[src/rtl/key_conditioner.sv]
// key_conditioner
// ---------------------------------------------------------------------------
// Multi-channel push-button conditioner. Each raw button input is
// synchronised, debounced with its own stability counter, and decoded into:
// a debounced level, press/release pulses, a long-press pulse and an
// auto-repeat pulse train. Channels share nothing, so one bouncing button
// never disturbs the timing of another.
//
// Optional feature macro: KEY_CONDITIONER_REPEAT_EN
//   defined   -> per-channel repeat counter is built and btn_repeat pulses
//                every REPEAT_CYC cycles once btn_long has fired
//   undefined -> no repeat counter, btn_repeat is tied to 0
//
// Parameters:
//   CH          number of button channels (>=1)
//   SYNC        synchroniser flop stages (>=2)
//   STABLE_CYC  consecutive mismatch cycles before the level changes (>=2)
//   LONG_CYC    cycles the level must stay high before btn_long (>=1)
//   REPEAT_CYC  auto-repeat period after btn_long (>=1)
//
// Ports:
//   clk          system clock
//   rst          asynchronous active-high reset
//   btn_in       raw asynchronous button inputs, 1 = pressed
//   btn_level    debounced level
//   btn_press    1-cycle pulse on the rising edge of btn_level
//   btn_release  1-cycle pulse on the falling edge of btn_level
//   btn_long     1-cycle pulse once the level has been high LONG_CYC cycles
//   btn_repeat   auto-repeat pulses after btn_long
// ---------------------------------------------------------------------------
module key_conditioner #(
  parameter int CH         = 5,
  parameter int SYNC       = 2,
  parameter int STABLE_CYC = 32768,
  parameter int LONG_CYC   = 3000000,
  parameter int REPEAT_CYC = 600000
) (
  input  logic          clk,
  input  logic          rst,
  input  logic [CH-1:0] btn_in,
  output logic [CH-1:0] btn_level,
  output logic [CH-1:0] btn_press,
  output logic [CH-1:0] btn_release,
  output logic [CH-1:0] btn_long,
  output logic [CH-1:0] btn_repeat
);

  // The hold counter saturates at LONG_CYC itself, so it needs room for that
  // value, not just LONG_CYC-1.
  localparam int STABLE_W = $clog2(STABLE_CYC);
  localparam int HOLD_W   = $clog2(LONG_CYC + 1);

  localparam logic [STABLE_W-1:0] STABLE_LAST = STABLE_W'(STABLE_CYC - 1);
  localparam logic [HOLD_W-1:0]   HOLD_LAST   = HOLD_W'(LONG_CYC - 1);
  localparam logic [HOLD_W-1:0]   HOLD_MAX    = HOLD_W'(LONG_CYC);

`ifdef KEY_CONDITIONER_REPEAT_EN
  localparam int                REP_W    = $clog2(REPEAT_CYC + 1);
  localparam logic [REP_W-1:0]  REP_LAST = REP_W'(REPEAT_CYC - 1);
`endif

  for (genvar i = 0; i < CH; i++) begin : g_ch

    logic [SYNC-1:0]     syncStages_q;
    logic [STABLE_W-1:0] stabCnt_q, stabCnt_d;
    logic [HOLD_W-1:0]   holdCnt_q, holdCnt_d;
    logic                level_q, level_d;
    logic                press_q, press_d;
    logic                release_q, release_d;
    logic                long_q, long_d;
    logic                syncedIn;
    logic                mismatch;
    logic                toggle;
    logic                holding;

    assign syncedIn = syncStages_q[SYNC-1];

    // Debounce and hold decode. "toggle" is the edge on which the level
    // flips; "holding" means the level is 1 now and stays 1 after this edge,
    // which is the only time the hold (and repeat) counters advance. A
    // falling toggle therefore clears them and suppresses long/repeat.
    always_comb begin
      mismatch  = syncedIn ^ level_q;
      toggle    = mismatch && (stabCnt_q == STABLE_LAST);
      holding   = level_q && !toggle;

      stabCnt_d = '0;
      if (mismatch && !toggle) begin
        stabCnt_d = stabCnt_q + 1'b1;
      end

      level_d   = level_q ^ toggle;
      press_d   = toggle && !level_q;
      release_d = toggle && level_q;

      holdCnt_d = '0;
      long_d    = 1'b0;
      if (holding) begin
        holdCnt_d = (holdCnt_q == HOLD_MAX) ? holdCnt_q : holdCnt_q + 1'b1;
        long_d    = (holdCnt_q == HOLD_LAST);
      end
    end

    // Synchroniser and per-channel state registers.
    always_ff @(posedge clk or posedge rst) begin
      if (rst) begin
        syncStages_q <= '0;
        stabCnt_q    <= '0;
        holdCnt_q    <= '0;
        level_q      <= 1'b0;
        press_q      <= 1'b0;
        release_q    <= 1'b0;
        long_q       <= 1'b0;
      end else begin
        syncStages_q <= {syncStages_q[SYNC-2:0], btn_in[i]};
        stabCnt_q    <= stabCnt_d;
        holdCnt_q    <= holdCnt_d;
        level_q      <= level_d;
        press_q      <= press_d;
        release_q    <= release_d;
        long_q       <= long_d;
      end
    end

`ifdef KEY_CONDITIONER_REPEAT_EN
    logic [REP_W-1:0] repCnt_q, repCnt_d;
    logic             repeat_q, repeat_d;
    logic             repActive;

    // The repeat counter only runs once the hold counter has saturated
    // (btn_long already fired) and the level is staying high; it wraps and
    // pulses every REPEAT_CYC cycles.
    always_comb begin
      repActive = holding && (holdCnt_q == HOLD_MAX);
      repCnt_d  = '0;
      repeat_d  = 1'b0;
      if (repActive) begin
        if (repCnt_q == REP_LAST) begin
          repeat_d = 1'b1;
        end else begin
          repCnt_d = repCnt_q + 1'b1;
        end
      end
    end

    // Repeat state registers.
    always_ff @(posedge clk or posedge rst) begin
      if (rst) begin
        repCnt_q <= '0;
        repeat_q <= 1'b0;
      end else begin
        repCnt_q <= repCnt_d;
        repeat_q <= repeat_d;
      end
    end

    assign btn_repeat[i] = repeat_q;
`else
    assign btn_repeat[i] = 1'b0;
`endif

    assign btn_level[i]   = level_q;
    assign btn_press[i]   = press_q;
    assign btn_release[i] = release_q;
    assign btn_long[i]    = long_q;
  end

endmodule
[config.mk]
export PLATFORM = sky130hd
export DESIGN_NAME = key_conditioner
export DESIGN_NICKNAME = d
export VERILOG_FILES = /design/src/rtl/key_conditioner.sv
export SDC_FILE = /design/constraint.sdc
export NUM_CORES = 1
export LEC_CHECK = 0
export BUFFER_PORTS_ARGS = -buffer_cell sky130_fd_sc_hd__buf_2
export CAP_MARGIN = 20
export CORE_MARGIN = 3
export CORE_UTILIZATION = 50
export CTS_CLUSTER_DIAMETER = 50
export CTS_CLUSTER_SIZE = 24
export DETAILED_ROUTE_END_ITERATION = 10
export PLACE_DENSITY = 0.63
export SLEW_MARGIN = 20
export SYNTH_ARGS = -nofsm -noshare
export SYNTH_HDL_FRONTEND = slang
export SYNTH_SLANG_ARGS = --single-unit
[constraint.sdc]
create_clock -name clk -period 9.59 [get_ports clk]
set_clock_uncertainty 0.05 [all_clocks]
set_input_delay 1.918 -clock clk [delete_from_list [all_inputs] [get_ports clk]]
set_output_delay 1.918 -clock clk [all_outputs]
set_load 0.02 [all_outputs]
* After elaboration in Yosys (flattened, before gate mapping)
Cells that the tools add are included.
** Cells by class
- Equality and inequality tests :: 20
- Multiplexer cells :: 20
- Add/sub/neg operators :: 10
- Reductions and logical operators :: 35
- Bitwise operators :: 10
** Operators by type and width (count)
- 22-bit equality test, second input constant :: 10
- 22-bit two-way mux :: 10
- 22-bit by 1-bit adder with 22-bit output, second input constant :: 5
- 15-bit by 1-bit adder with 15-bit output, second input constant :: 5
- 15-bit equality test, second input constant :: 5
- 15-bit two-way mux :: 5
- 1-bit logical AND :: 25
- 1-bit logical NOT :: 10
- 2-bit inequality test, second input constant :: 5
- 1-bit bitwise XOR :: 10
- 1-bit two-way mux :: 5
** Storage, ports and cells
- Output and inout bits :: 25
- Input port bits :: 7
- Word-level logic and storage cells :: 130
- Register bits after elaboration :: 215

* Depth between registers and ports, before layout
Gate-level depths: netlist of the first run.
- Depth in word-level cells :: 5
- Gate-level depth with buffers :: 7
- Depth with buffers taken out :: 6

* Worst setup path after synthesis of the first run
Ideal clock, no wire load.
- Path type :: register to output
- From :: register with a tool-made name
- To :: output port btn_level[2]
- Buffers on the path :: 1
- Cell stages (with the launch flop) :: 2
- Path slack :: 7.056 ns
- Arrival time :: 0.566 ns
- Required time :: 7.622 ns
- Path through :: dfrtp_1 > buf_4
** RTL lines
- end: declaration :: RTL line 41 : output logic [CH-1:0] btn_level,

==> results of run 1 <==
cells by family (layout without fill, tap and decap cells):
logic type	after synthesis	after routing	synth area share, %
compound gates	110	110	6.03
xor+xnor	129	129	10.6
fa+ha+maj	15	15	1.76
buf+inv	89	109	4.19
flops	215	215	50.5
mux	4	4	0.422
other cells	1	5	0.0352
simple gates	525	525	26.5
metrics by stage:
stage / utilization (%) / instances / total power (uW) / setup slack (ps) / instance area (um2)
after floorplan: - / 1092 / 965 / 1740 / 10700
after global placement: 53.0 / 1338 / 976 / 5780 / 10900
after detailed placement: 53.0 / 1338 / 977 / 5780 / 10900
after CTS: 56.9 / 1382 / 1920 / 6330 / 11700
after global routing: 56.9 / 1382 / 1960 / 6350 / 11700
final: 56.9 / 1382 / 1890 / 6420 / 11700
path summary, 6_finish.rpt:
check	from	to	slack, ps	cells past startpoint
setup / recovery	flip-flop	btn_level[0]	6420	1
hold / removal	g_ch[4].syncStages_q[0]$_DFF_PP0_	g_ch[4].syncStages_q[1]$_DFF_PP0_	290	0
setup reg to reg	g_ch[3].stabCnt_q[0]$_DFF_PP0_	g_ch[3].stabCnt_q[10]$_DFF_PP0_	7190	5
hold reg to reg	g_ch[4].syncStages_q[0]$_DFF_PP0_	g_ch[4].syncStages_q[1]$_DFF_PP0_	290	0
max in group asynchronous	rst	g_ch[0].holdCnt_q[13]$_DFFE_PP0P_	6630	3
min in group asynchronous	rst	g_ch[2].stabCnt_q[12]$_DFF_PP0_	1480	2
cell type report:
type                    instances  area, um2  area share, %
multi-input cells             788       4890           41.6
repair buffers                 35        198           1.68
clock inverters                16        166           1.42
clock buffers                  28        647           5.51
well taps                     270        338           2.88
inverters                      30        125           1.07
flip-flops and latches        215       5380           45.8
registers in the layout, indices dropped and copies added (netlist names), named ones only:
| signal | count |
|---|---|
| g_ch.holdCnt_q | 110 |
| g_ch.stabCnt_q | 75 |
| g_ch.syncStages_q | 10 |
| g_ch.long_q | 5 |
| g_ch.press_q | 5 |
| g_ch.release_q | 5 |
power breakdown:
part           switching (uW)  internal [uW]  total, uW
clock network             401            529        930
logic                    27.8           8.13       36.0
registers                7.88            914        922
synthesized netlist by cell type, types with 2 or more instances:
master	n
nand2_1	56
inv_1	30
or4b_2	3
or4b_1	2
nor2_1	144
a21boi_0	2
and2_1	4
xnor2_1	66
ha_1	15
nor4b_1	2
nor3_1	35
mux2_2	4
o21a_1	2
clkbuf_1	24
o41ai_1	2
o21ai_0	29
nor3b_1	8
nand2b_1	5
buf_2	8
a21oi_1	46
or4_1	32
buf_4	25
or4bb_1	3
xor2_1	63
and3_1	17
nand3_1	80
nand4_1	44
or4_4	3
o31ai_1	26
nor4_1	33
and4_1	20
or3_1	25
dfrtp_1	215
or2_2	2
metal layers:
layer  vias up  GRT usage (%)  wire length (um)
li1       3886              -                 -
met1      3666           24.4              9640
met2        78           26.7              8730
met3        30           2.87               628
met4         2           4.15               354
met5         -              0                 7
worst reg2reg max path, cell delays in order, from the launching register on:
cell	delay [ps]
dfrtp_1	400
ha_1	220
nand4_1	210
or3_1	480
o21ai_1	740
nor2_1	140
==> run metrics, run 1 <==
pin count of the biggest net entering global routing=151; vias per cell=5.54; PwrDens=roughly 160 nW/um2; number of synthesized flops with an enable pin=0; FF+latch count, synth=between 200 and 250; RSZ-0062 raised after global routing=no; leading area contributor after synthesis=dfrtp_1; CTS tree=yes; number of distinct library cells after synthesis=47; CP delay by family, top=flip-flops; drt total wl=19,400 um; YS warnings=0; worst hold slack=roughly 290 ps; clock buffer depth=3; Startpoint Class=flip-flop; post-CTS sizing=0; Buf+Inv Stages, Crit Path=1; Leakage=0.00458 uW; Max FO, Critical Path=6; # DRC=0; CTS Buf Count=25; Final HPWL DP=12,500 um; IO Pins=32; average size of a mapped cell=9.80 um2; std cell rows=52; Hold Crit Class=reg2reg; commonest non-fill, non-tap cell in the layout=dfrtp_1; fraction of layout cells with a size suffix above 1=8.90%; ANT nets after route=0; cells after synthesis=1,088; share of the synthesized area in the top cell type=50.5%; achievable frequency=roughly 320 MHz; most common flop cell mapped by yosys=dfrtp_1; initial antenna violation count=1; most frequent cells in the layout=215 x dfrtp_1, 144 x nor2_1, 80 x nand3_1; die height=152 um; first-pass GRT wire length=34,700 um; Max Transition Viols Final=0; Antenna Cells=0; synth top area cells=dfrtp_1 50%, xnor2_1 5.4%, xor2_1 5.2%; post-DR wirelength/cell=between 10 and 15 um; fill count=1,752; fin nets=1,117; Final Wtd Congestion=0.788; core area=20,600 um2; Post-synth ARST share=100%; status=finished clean; Fin Setup TNS=0 ps; critical path class=reg2out; CTS Sinks=215; DR pass1 iterations=4; die span in x=152 um; Port Buffers=26; vias in the first global route=7,426; critical path's largest stage delay=470 ps; CTS root buf=clkbuf_16; H-tree depth=1; GRT Resource Usage Total=16.8%; Worst-Margin Slew=1020 ps; die area=23,100 um2; post-synthesis to final-layout area growth=10.1%; slowest CP cell=dfrtp_1; # hold bufs at CTS=0; Seq/Total Area, Yosys=50.5%; crit end category=output port; Crit path required time=7620 ps; via count=7,662; CP Cell Sequence=buf_2; drt first-iter violations=approximately 450; Worst-Skew Late Latency=520 ps; peak supply drop=around 0.14 mV; Fin. Hold Viols=0; mapped cell area=10,700 um2; crit path DAT=1200 ps; Worst slew margin=32.2%; maxcap violations=0; Final min period=3170 ps; Initial Utilization=51.7%; total grt overflow=0; Post CTS Setup Buffer Count=0; final period utilization=33.0%; Clk pin slew, worst setup/hold paths=70 ps; final setup fails=0
Note: power is estimated with default switching activity, not from simulation.
==> run 2: changes to the inputs <==
Clock period 9.59 ns to 3.3 ns, I/O delays scaled along.
==> run metrics, run 2 (same netlist as run 1, synthesis figures left out) <==
status=finished clean (unchanged); Inst Count DP=1,343 (was 1,338); initial antenna violation count=0 (was 1); clock buffer depth=3 (unchanged); drt total wl=19,800 um (was 19,400 um); slowest CP cell=or4_1 (was dfrtp_1); std cell rows=52 (unchanged); Final Non-Filler Cells=1,388 (was 1,382); Port Buffers=26 (unchanged); via count=7,750 (was 7,662); maxcap violations=0 (unchanged); biggest regs=g_ch.holdCnt_q x110, g_ch.stabCnt_q x75, g_ch.syncStages_q x10 (unchanged); DR pass1 iterations=4 (unchanged); crit end category=flip-flop (was output port); die height=152 um (unchanged); peak supply drop=0.530 mV (was 0.144 mV); CP Cell Sequence=ha_1 > inv_1 > or4_1 > or4_1 > a21oi_1 (was buf_2); critical path's largest stage delay=620 ps (was 470 ps); Max Transition Viols Final=0 (unchanged); Buf+Inv Stages, Crit Path=1 (unchanged); Startpoint Class=flip-flop (unchanged); pre-CTS WS=1090 ps (was 5780 ps); Biggest register=g_ch.holdCnt_q (unchanged); Max FO, Critical Path=8 (was 6); # hold bufs at CTS=0 (unchanged); global-route met2 utilization=27.0% (was 26.7%); met1 Use GR=24.8% (was 24.4%); Worst-Margin Slew=664 ps (was 1020 ps); total grt overflow=0 (unchanged); grt met3 use=2.67% (was 2.87%); drt first-iter violations=386 (was 451); crit path DAT=2630 ps (was 1200 ps); post-DR wirelength/cell=14.2 um (was 14.0 um); Crit path required time=3680 ps (was 7620 ps); first-pass GRT wire length=34,900 um (was 34,700 um); most used cell, CP=or4_1; Fin Setup TNS=0 ps (unchanged); fin nets=1,122 (was 1,117); max reg flops=110 (unchanged); Worst-Skew Late Latency=510 ps (was 520 ps); post-synthesis to final-layout area growth=10.9% (was 10.1%); pin count of the biggest net entering global routing=79 (was 151); critical path class=reg2reg (was reg2out); final period utilization=68.2%; core area=20,600 um2 (unchanged); fill count=1,770 (was 1,752); final worst slack=1050 ps (was 6420 ps); Post CTS Setup Buffer Count=0 (unchanged); ANT nets after route=0 (unchanged); Clk pin slew, worst setup/hold paths=60 ps (was 70 ps); GRT Resource Usage Total=17.0% (was 16.8%); post-CTS sizing=0 (unchanged); vias in the first global route=7,514 (was 7,426); Final HPWL DP=13,000 um (was 12,500 um); Worst slew margin=55.2% (was 32.2%); Initial Utilization=51.7% (unchanged); global routing's busiest layer=met2 (unchanged); CTS tree=yes (unchanged); fraction of layout cells with a size suffix above 1=9.39% (was 8.90%); Hold Crit Class=in2async (was reg2reg); final setup fails=0 (unchanged); CTS root buf=clkbuf_16 (unchanged); commonest non-fill, non-tap cell in the layout=dfrtp_1 (unchanged); worst hold slack=127 ps (was 291 ps); PwrDens=468 nW/um2 (was 161 nW/um2); achievable frequency=444 MHz; Antenna Cells=0 (unchanged); IO Pins=32 (unchanged); RSZ-0062 raised after global routing=no (unchanged); Final Wtd Congestion=0.828 (was 0.788); CTS Buf Count=25 (unchanged); Fin. Hold Viols=0 (unchanged); H-tree depth=1 (unchanged); Final min period=2250 ps; Leakage=0.00462 uW (was 0.00458 uW); most frequent cells in the layout=215 x dfrtp_1, 144 x nor2_1, 80 x nand3_1 (unchanged); die area=23,100 um2 (unchanged); # DRC=0 (unchanged); CP delay by family, top=simple AND/OR/NAND/NOR gates (was flip-flops); CTS Sinks=215 (unchanged); die span in x=152 um (unchanged); vias per cell=5.58 (was 5.54)
-- run 2: changes by cell type in the layout (fill, tap and decap cells not counted), moves of 2 or more --
cell / previous run / this run
buf_12: 0 / 2
buf_4: 9 / 12
clkbuf_8: 1 / 3
clkinv_4: 5 / 1
clkinv_8: 1 / 3
clkinvlp_4: 2 / 5
inv_6: 5 / 3
-- run 2: cell type report --
type                       count  area (um2)  share of cell area, %
sequential                   215        5380                   45.5
multi-input combinational    788        4880                   41.3
clock buffer                  30         674                   5.70
tap                          270         338                   2.86
timing repair buffer          40         260                   2.20
clock inverter                15         171                   1.45
inverter                      30         116                  0.984
-- run 2: worst paths after layout --
kind	from	to	slack, ps	depth (start not counted)
max reg2reg	g_ch[3].holdCnt_q[1]$_DFFE_PP0P_	g_ch[3].holdCnt_q[20]$_DFFE_PP0P_	1050	5
max	g_ch[3].holdCnt_q[1]$_DFFE_PP0P_	g_ch[3].holdCnt_q[20]$_DFFE_PP0P_	1050	5
min reg2reg	g_ch[2].syncStages_q[0]$_DFF_PP0_	g_ch[2].syncStages_q[1]$_DFF_PP0_	300	0
max in group asynchronous	rst	g_ch[4].stabCnt_q[14]$_DFF_PP0_	2210	3
min in group clk	btn_in[4]	g_ch[4].syncStages_q[0]$_DFF_PP0_	200	1
min	rst	g_ch[0].holdCnt_q[19]$_DFFE_PP0P_	130	2
-- run 2: metal layers --
layer  part of all wire [%]  routed length, um  vias to the layer above
li1                       -                  -                     3878
met1                     49               9710                     3749
met2                     46               9060                      102
met4                    1.6                320                        0
met5                      0                  0                        -
met3                    3.3                659                       21
-- run 2: where the power goes --
group / internal [uW] / switching [uW] / leakage, uW
Combinational: 29.8 / 82.0 / 0.00125
Sequential: 2660 / 22.2 / 0.00297
Clock: 1580 / 1160 / 0.000401
Total: 4270 / 1260 / 0.00462
-- run 2: per-stage QoR --
stage	cell area (um2)	total power, uW	utilization (%)
final	11800	5530	57.3
after global routing	11800	5740	57.3
after CTS	11800	5630	57.3
after detailed placement	11000	2850	53.2
after global placement	11000	2840	53.2
after floorplan	10700	2810	-
==> run 3: changes to the inputs <==
Clock period 3.3 ns to 2.2 ns, I/O delays scaled along.
==> run metrics, run 3 (same netlist as run 1, synthesis figures left out) <==
status=finished clean (unchanged); RSZ-0062 raised after global routing=no (unchanged); total stage count of the critical path=4 (was 5); Leakage=0.00496 uW (was 0.00462 uW); via count=7,913 (was 7,750); GRT Resource Usage Total=17.4% (was 17.0%); maxcap violations=0 (unchanged); Hold Crit Class=reg2reg (was in2async); post-layout total power=9200 uW (was 5530 uW); Final Wtd Congestion=0.809 (was 0.828); post-DR wirelength/cell=13.9 um (was 14.2 um); final core occ=60.3% (was 57.3%); CTS tree=yes (unchanged); CP Cell Sequence=or4_1 > or4_4 > or3_1 > a21oi_1 (was ha_1 > inv_1 > or4_1 > or4_1 > a21oi_1); Biggest register=g_ch.holdCnt_q (unchanged); crit end category=flip-flop (unchanged); die span in x=152 um (unchanged); critical path's largest stage delay=570 ps (was 620 ps); fill count=1,779 (was 1,770); Final HPWL DP=13,000 um (about the same); global-route met2 utilization=28.1% (was 27.0%); Initial Utilization=51.7% (unchanged); achievable frequency=471 MHz (was 444 MHz); Setup crit start=g_ch[4].holdCnt_q[8]$_DFFE_PP0P_ (was g_ch[3].holdCnt_q[1]$_DFFE_PP0P_); reg2reg end=g_ch[4].holdCnt_q[1]$_DFFE_PP0P_ (was g_ch[3].holdCnt_q[20]$_DFFE_PP0P_); grt met3 use=2.96% (was 2.67%); H-tree depth=1 (unchanged); total grt overflow=0 (unchanged); RR Startpoint=g_ch[4].holdCnt_q[8]$_DFFE_PP0P_ (was g_ch[3].holdCnt_q[1]$_DFFE_PP0P_); met1 Use GR=25.0% (was 24.8%); vias in the first global route=7,748 (was 7,514); global routing's busiest layer=met2 (unchanged); Antenna Cells=0 (unchanged); Fin. Hold Viols=0 (unchanged); Buf+Inv Stages, Crit Path=0 (was 1); CTS root buf=clkbuf_16 (unchanged); DR pass1 iterations=5 (was 4); Clk pin slew, worst setup/hold paths=60 ps (about the same); crit path DAT=2540 ps (was 2630 ps); Port Buffers=26 (unchanged); PwrDens=739 nW/um2 (was 468 nW/um2); Worst-Skew Late Latency=540 ps (was 510 ps); std cell rows=52 (unchanged); # DRC=0 (unchanged); biggest regs=g_ch.holdCnt_q x110, g_ch.stabCnt_q x75, g_ch.syncStages_q x10 (unchanged); CTS Buf Count=30 (was 25); drt first-iter violations=430 (was 386); FF-to-FF setup slack=80 ps (was 1050 ps); Post CTS Setup Buffer Count=0 (unchanged); IO Pins=32 (unchanged); ANT nets after route=0 (unchanged); die area=23,100 um2 (unchanged); post-synthesis to final-layout area growth=16.6% (was 10.9%); Startpoint Class=flip-flop (unchanged); critical path class=reg2reg (unchanged); commonest non-fill, non-tap cell in the layout=dfrtp_1 (unchanged); CP delay by family, top=simple AND/OR/NAND/NOR gates (unchanged); slowest CP cell=or4_4 (was or4_1); vias per cell=5.50 (was 5.58); final setup fails=0 (unchanged); die height=152 um (unchanged); initial antenna violation count=0 (unchanged); pin count of the biggest net entering global routing=77 (was 79); most frequent cells in the layout=212 x dfrtp_1, 144 x nor2_1, 80 x nand3_1 (was 215 x dfrtp_1, 144 x nor2_1, 80 x nand3_1); first-pass GRT wire length=35,900 um (was 34,900 um); Max FO, Critical Path=6 (was 8); clock buffer depth=3 (unchanged); final period utilization=96.4% (was 68.2%); CTS Sinks=215 (unchanged); Inst Count DP=1,379 (was 1,343); fin nets=1,169 (was 1,122); worst reg2reg path depth=4 (was 5); worst setup path end=g_ch[4].holdCnt_q[1]$_DFFE_PP0P_ (was g_ch[3].holdCnt_q[20]$_DFFE_PP0P_); peak supply drop=0.695 mV (was 0.530 mV); Crit path required time=2620 ps (was 3680 ps); fraction of layout cells with a size suffix above 1=13.3% (was 9.39%); pre-CTS WS=93.2 ps (was 1090 ps); max reg flops=110 (unchanged); final worst slack=78.7 ps (was 1050 ps); Max Transition Viols Final=0 (unchanged); Final Non-Filler Cells=1,440 (was 1,388); Final min period=2120 ps (was 2250 ps); drt total wl=20,000 um (was 19,800 um); core area=20,600 um2 (unchanged)
run 3: cell count changes in the layout (fill, tap and decap cells not counted), moves of 3 or more:
| cell | previous run | this run |
|---|---|---|
| inv_6 | 3 | 8 |
| dfrtp_2 | 0 | 3 |
| bufinv_16 | 1 | 4 |
| clkbuf_8 | 3 | 0 |
| clkinv_8 | 3 | 0 |
| buf_4 | 12 | 43 |
| clkbuf_16 | 25 | 31 |
| dlygate4sd3_1 | 0 | 6 |
| dfrtp_1 | 215 | 212 |
| clkinv_4 | 1 | 5 |
| buf_12 | 2 | 7 |
run 3: power breakdown:
part / leakage, uW / total, uW / switching, uW / internal, uW
registers: 0.00296 / 4020 / 32.7 / 3990
logic: 0.00148 / 182 / 126 / 55.5
clock network: 0.000511 / 4990 / 1900 / 3100
total: 0.00496 / 9200 / 2060 / 7140
run 3: worst register-to-register path, delay by kind of cell (launching register included):
kind	cells	cell delay, ps
flops	1	390
simple gates	3	1470
compound gates	1	130
run 3: stage by stage:
step	instance area (um2)	hold slack (ps)	TNS (ps)
3_5_place_dp	11300	286	0
4_1_cts	12400	297	0
3_3_place_gp	11300	284	0
5_1_grt	12400	302	0
6_report	12400	295	0
2_1_floorplan	10700	281	-233950
run 3: worst min-delay path by stage:
stage	startpoint	end	slack (ps)	cells after the start
2_1_floorplan	g_ch[0].syncStages_q[0]$_DFF_PP0_	g_ch[0].syncStages_q[1]$_DFF_PP0_	280	0
3_3_place_gp	g_ch[1].syncStages_q[0]$_DFF_PP0_	g_ch[1].syncStages_q[1]$_DFF_PP0_	280	0
3_5_place_dp	g_ch[1].syncStages_q[0]$_DFF_PP0_	g_ch[1].syncStages_q[1]$_DFF_PP0_	290	0
4_1_cts	g_ch[2].syncStages_q[0]$_DFF_PP0_	g_ch[2].syncStages_q[1]$_DFF_PP0_	300	0
5_1_grt	g_ch[3].syncStages_q[0]$_DFF_PP0_	g_ch[3].syncStages_q[1]$_DFF_PP0_	300	0
6_report	g_ch[1].syncStages_q[0]$_DFF_PP0_	g_ch[1].syncStages_q[1]$_DFF_PP0_	300	0
run 3: cell type report:
cell class                      instances  area [um2]  share of cell area, %
Inverter                               30         116                  0.936
Clock inverter                         23         278                   2.23
Timing Repair Buffer                   82         653                   5.25
Tap cell                              270         338                   2.72
Multi-Input combinational cell        788        4890                   39.3
Clock buffer                           32         779                   6.27
Sequential cell                       215        5380                   43.3
run 3: what timing repair did:
| item | 4_1_cts | 5_1_grt |
|---|---|---|
| resized for setup | 0 | 5 |
| setup endpoints to repair | 0 | 5 |
| hold buffers | 6 | 0 |
| hold endpoints to repair | 13 | 0 |
run 3: per-layer routing:
metal | vias up | part of all wire [%]
met5 | - | 0
met4 | 0 | 2.0
met3 | 35 | 3.2
met2 | 103 | 45
met1 | 3787 | 50
li1 | 3988 | -
